### src/rtl/uart_rx_fifo.sv
// rtl/uart_rx_fifo.sv - receive FIFO behind a UART byte strobe, with overflow flag and level irq
module uart_rx_fifo #(
  parameter int DEPTH  = 16,
  parameter int THRESH = 8
) (
  input  logic                     sysclk,
  input  logic                     reset,
  input  logic                     rx_status,
  input  logic [7:0]               rx_data,
  input  logic                     rd_en,
  input  logic                     clr_ovf,
  output logic [7:0]               rd_data,
  output logic                     rd_valid,
  output logic                     empty,
  output logic                     full,
  output logic [$clog2(DEPTH):0]   count,
  output logic                     overflow,
  output logic                     irq
);

  localparam int AW = $clog2(DEPTH);
  localparam int CW = AW + 1;

  logic [7:0]    mem [DEPTH];
  logic [AW-1:0] wr_ptr;
  logic [AW-1:0] rd_ptr;
  logic          rx_q;
  logic          push_pend;
  logic [7:0]    push_data;
  logic          rise;
  logic          pop;
  logic          do_push;
  logic          drop;
  logic [CW-1:0] count_n;

  // The byte is captured on the edge-detect cycle and written one cycle later,
  // so a late change of rx_data cannot corrupt it.
  always_comb begin
    rise    = rx_status & ~rx_q;
    pop     = rd_en & ~empty;
    do_push = push_pend & (~full | pop);
    drop    = push_pend & full & ~pop;
    count_n = count + CW'(do_push) - CW'(pop);
  end

  always_ff @(posedge sysclk) begin
    if (rise) push_data <= rx_data;
    if (do_push && !reset) mem[wr_ptr] <= push_data;
  end

  always_ff @(posedge sysclk) begin
    if (reset) begin
      rx_q      <= 1'b0;
      push_pend <= 1'b0;
      wr_ptr    <= '0;
      rd_ptr    <= '0;
      count     <= '0;
      empty     <= 1'b1;
      full      <= 1'b0;
      irq       <= 1'b0;
      overflow  <= 1'b0;
      rd_valid  <= 1'b0;
      rd_data   <= 8'h00;
    end else begin
      rx_q      <= rx_status;
      push_pend <= rise;
      rd_valid  <= pop;
      if (pop) begin
        rd_data <= mem[rd_ptr];
        rd_ptr  <= rd_ptr + AW'(1);
      end
      if (do_push) wr_ptr <= wr_ptr + AW'(1);
      count <= count_n;
      empty <= (count_n == '0);
      full  <= (count_n == CW'(DEPTH));
      irq   <= (count_n >= CW'(THRESH));
      // A drop in the same cycle as a clear leaves the flag set.
      if (drop)         overflow <= 1'b1;
      else if (clr_ovf) overflow <= 1'b0;
    end
  end

endmodule
### config.mk
export PLATFORM = sky130hd
export DESIGN_NAME = uart_rx_fifo
export DESIGN_NICKNAME = d
export VERILOG_FILES = /design/src/rtl/uart_rx_fifo.sv
export SDC_FILE = /design/constraint.sdc
export NUM_CORES = 1
export LEC_CHECK = 0
export CAP_MARGIN = 25
export CELL_PAD_IN_SITES_DETAIL_PLACEMENT = 1
export CELL_PAD_IN_SITES_GLOBAL_PLACEMENT = 1
export CORE_MARGIN = 2
export CORE_UTILIZATION = 25
export DETAILED_ROUTE_END_ITERATION = 8
export PLACE_DENSITY_LB_ADDON = 0.1
export SYNTH_ARGS = -nofsm -noshare
export SYNTH_HDL_FRONTEND = slang
export SYNTH_SLANG_ARGS = --single-unit
### constraint.sdc
create_clock -name sysclk -period 7.07 [get_ports sysclk]
set_clock_uncertainty 0.15 [all_clocks]
set_input_delay 1.7675 -clock sysclk [delete_from_list [all_inputs] [get_ports sysclk]]
set_output_delay 1.7675 -clock sysclk [all_outputs]
set_load 0.01 [all_outputs]
==> metrics.cfg <==
[outcome]
status = finished, final reports clean

[detailed_routing]
wl_per_cell_um = 20.0
drc = 0
ant_nets = 0
wl_um = 15800
vias = 3441
first_iter_violations = 156
viasPerCell = 4.35
dr.pass1.iters = 4

[floorplan]
io-pin-count = 31
die-area_mm2 = 0.0270
start_util = 0.255
core_area_mm2 = 0.0252
die_x_um = 164
row_count = 58
fp.dieH_um = 164

[timing]
layout_setup_ws_ns = 2.66
rsz0062_at_grt = false
min_period_ns = 4.41
slew_headroom = 0.338
setup_viol_count_final = 0
finalCritPeriodShare = 0.623
max_freq_mhz = 227
maxSlewViolCount = 0
hold_viol = 0
finalSetupTns_ns = 0
tightest_slew_ns = 0.989

[global_routing]
grt_pass1_wl_um = 24200
grt_start_max_net_pins = 44
track_usage = 0.127
grt_overflow = 0
grt_pass1_vias = 3839
antenna_found_initial = 0

[setup_path]
crit_required_ns = 7.24
cp_top_family = compound AO/OA/AOI/OAI gates
cp-end-kind = flop
crit_arrival_ns = 4.57
crit_fanout = 9
path_cells = clkdlybuf4s50_1 > nand2b_1 > a21oi_1 > inv_1 > ha_1 > inv_1 > ha_1 > fa_1 > a21o_1 > a21oi_1 > xnor2_1 > a31o_1
start_kind = input pin
max_stage_delay_ns = 0.45
path_class = input pin to flop
critPathSlowestCell = clkdlybuf4s50_1
cp_num_buf_inv = 3
reg2reg_slack_ns = 4.07

[finish]
final_util = 0.306
multi_input_area_mm2 = 0.00163
diodes = 0
final_nets = 473
final_cell_mix = edfxtp_1, mux2i_1, clkdlybuf4s50_1
final_layout_size_suffix_gt1_frac = 0.0976
nFillCells = 2616
design_area_mm2 = 0.00770
seq_area_mm2 = 0.00465
area_delta_synth_final_pct = 20.1
final_common_cell = edfxtp_1

[cts]
cts.sinks = 164
clock_latency_ns = 0.42
postCtsHoldBufs = 0
clockBufferDepth = 2
htreeDepth = 4
cts_tree = yes
cts-buffers-inserted = 17
clk_pin_slew_ns = 0.06
ctsResizeCount = 0
cts_root_buf = clkbuf_16
cts_setup_buffers = 0

[logic_synthesis]
yosysWarnings = 0
synth.ff_latch_count = 164
synth_area_leaders = edfxtp_1, mux2i_1, dfxtp_1
yosysUniqueCellTypes = 35
yosys.area.top_type = edfxtp_1
synth_area_mm2 = 0.00641
synth_nets = 434
syn_avg_cell_area_um2 = 15.6
yosys.area.top_type_share = 0.637
seq_area_frac_synth = 0.724
syn_inst = 410

[power_and_ir_drop]
power_leakage_nw = 2.48
vdd.ir_drop.worst_mv = 0.123
power_density_mw_per_mm2 = 319
total_power_mw = 2.46

[place]
place_area_mm2 = 0.00711
post-place-ws_ns = 2.16
routabilityCongestion = 0.687
port_buffers = 30
dp_hpwl_um = 10200

[min_path]
hold_path.class = flop to flop

[run]
maxCapViolations = 0

## Yosys cell counts
library cell / number
clkbuf_1: 6
inv_2: 1
buf_2: 9
ha_1: 10
buf_4: 3
a31o_1: 1
a21o_1: 2
mux2_2: 1
nor2b_1: 5
nor4bb_1: 1
and2b_1: 1
mux4_2: 3
nor3_2: 1
a22oi_1: 28
buf_1: 1
nand3_1: 22
xnor2_1: 5
fa_1: 1
or3_1: 1
and3_1: 1
a21oi_1: 5
nand4_1: 1
a32oi_1: 2
edfxtp_1: 136
mux2i_1: 59
nor2_1: 25
a211oi_1: 2
nand2_1: 19
xor2_1: 5
dfxtp_1: 28
a211oi_2: 1
nor3_1: 5
nand2b_1: 4
inv_1: 12
and2_1: 3
## metal layers
layer / track usage / vias to the layer above / part of all wire
met5: 0 / - / 0
met4: 0.0439 / 0 / 0.011
met3: 0.0263 / 12 / 0.031
met2: 0.208 / 52 / 0.48
met1: 0.167 / 1760 / 0.48
li1: - / 1617 / -
## power by group
part / internal [mW] / switching, mW / total, mW
clock network: 0.584 / 0.368 / 0.952
registers: 1.08 / 0.0526 / 1.14
logic: 0.182 / 0.185 / 0.367
total: 1.85 / 0.606 / 2.46
## flip-flops by register name, indices dropped and copies added (netlist names)
| signal | cells |
|---|---|
| rx_q | 1 |
| push_pend | 1 |
| rd_valid | 1 |
| full | 1 |
| irq | 1 |
| wr_ptr | 4 |
| push_data | 8 |
| count | 5 |
| rd_data | 8 |
| mem | 128 |
| overflow | 1 |
| rd_ptr | 4 |
| empty | 1 |
## area by class of cell
| type | instances | area share |
|---|---|---|
| Tap cell | 330 | 0.0536 |
| Clock inverter | 12 | 0.0211 |
| Clock buffer | 19 | 0.0562 |
| Inverter | 13 | 0.00633 |
| Multi-Input combinational cell | 214 | 0.212 |
| Timing Repair Buffer | 39 | 0.0474 |
| Sequential cell | 164 | 0.603 |
## final timing paths
path,start,to,depth (start not counted)
min reg2reg,rd_data[2],rd_data[2],2
max,rd_en,empty,12
min,rd_data[2],rd_data[2],2
max reg2reg,empty,empty,11
## cells by family (layout without fill, tap and decap cells)
| kind of cell | after synthesis | after routing | share of synthesized area |
|---|---|---|---|
| DFF | 164 | 164 | 0.724 |
| and+or+nand+nor | 89 | 89 | 0.0657 |
| muxes | 63 | 63 | 0.104 |
| AOI/OAI and AO/OA | 41 | 41 | 0.0474 |
| buffers and inverters | 32 | 83 | 0.0222 |
| adders and majority gates | 11 | 11 | 0.0226 |
| xor gates and xnor gates | 10 | 10 | 0.0137 |
## worst register-to-register path: cells and delay by family, from the launching register on
family                   cells  cell delay [ns]
AND/OR/NAND/NOR              1             0.32
adder cells (fa/ha/maj)      3             0.87
XOR/XNOR                     1             0.16
AO/OA/AOI/OAI                4             0.98
buffers and inverters        2             0.12
flip-flops                   1             0.31
## metrics by stage
step | hold WS, ns | instances
6_report | 0.308 | 791
5_1_grt | 0.342 | 791
4_1_cts | 0.312 | 791
3_5_place_dp | 0.298 | 760
3_3_place_gp | 0.292 | 756
2_1_floorplan | 0.330 | 410
Note: power is estimated with default switching activity, not from simulation.
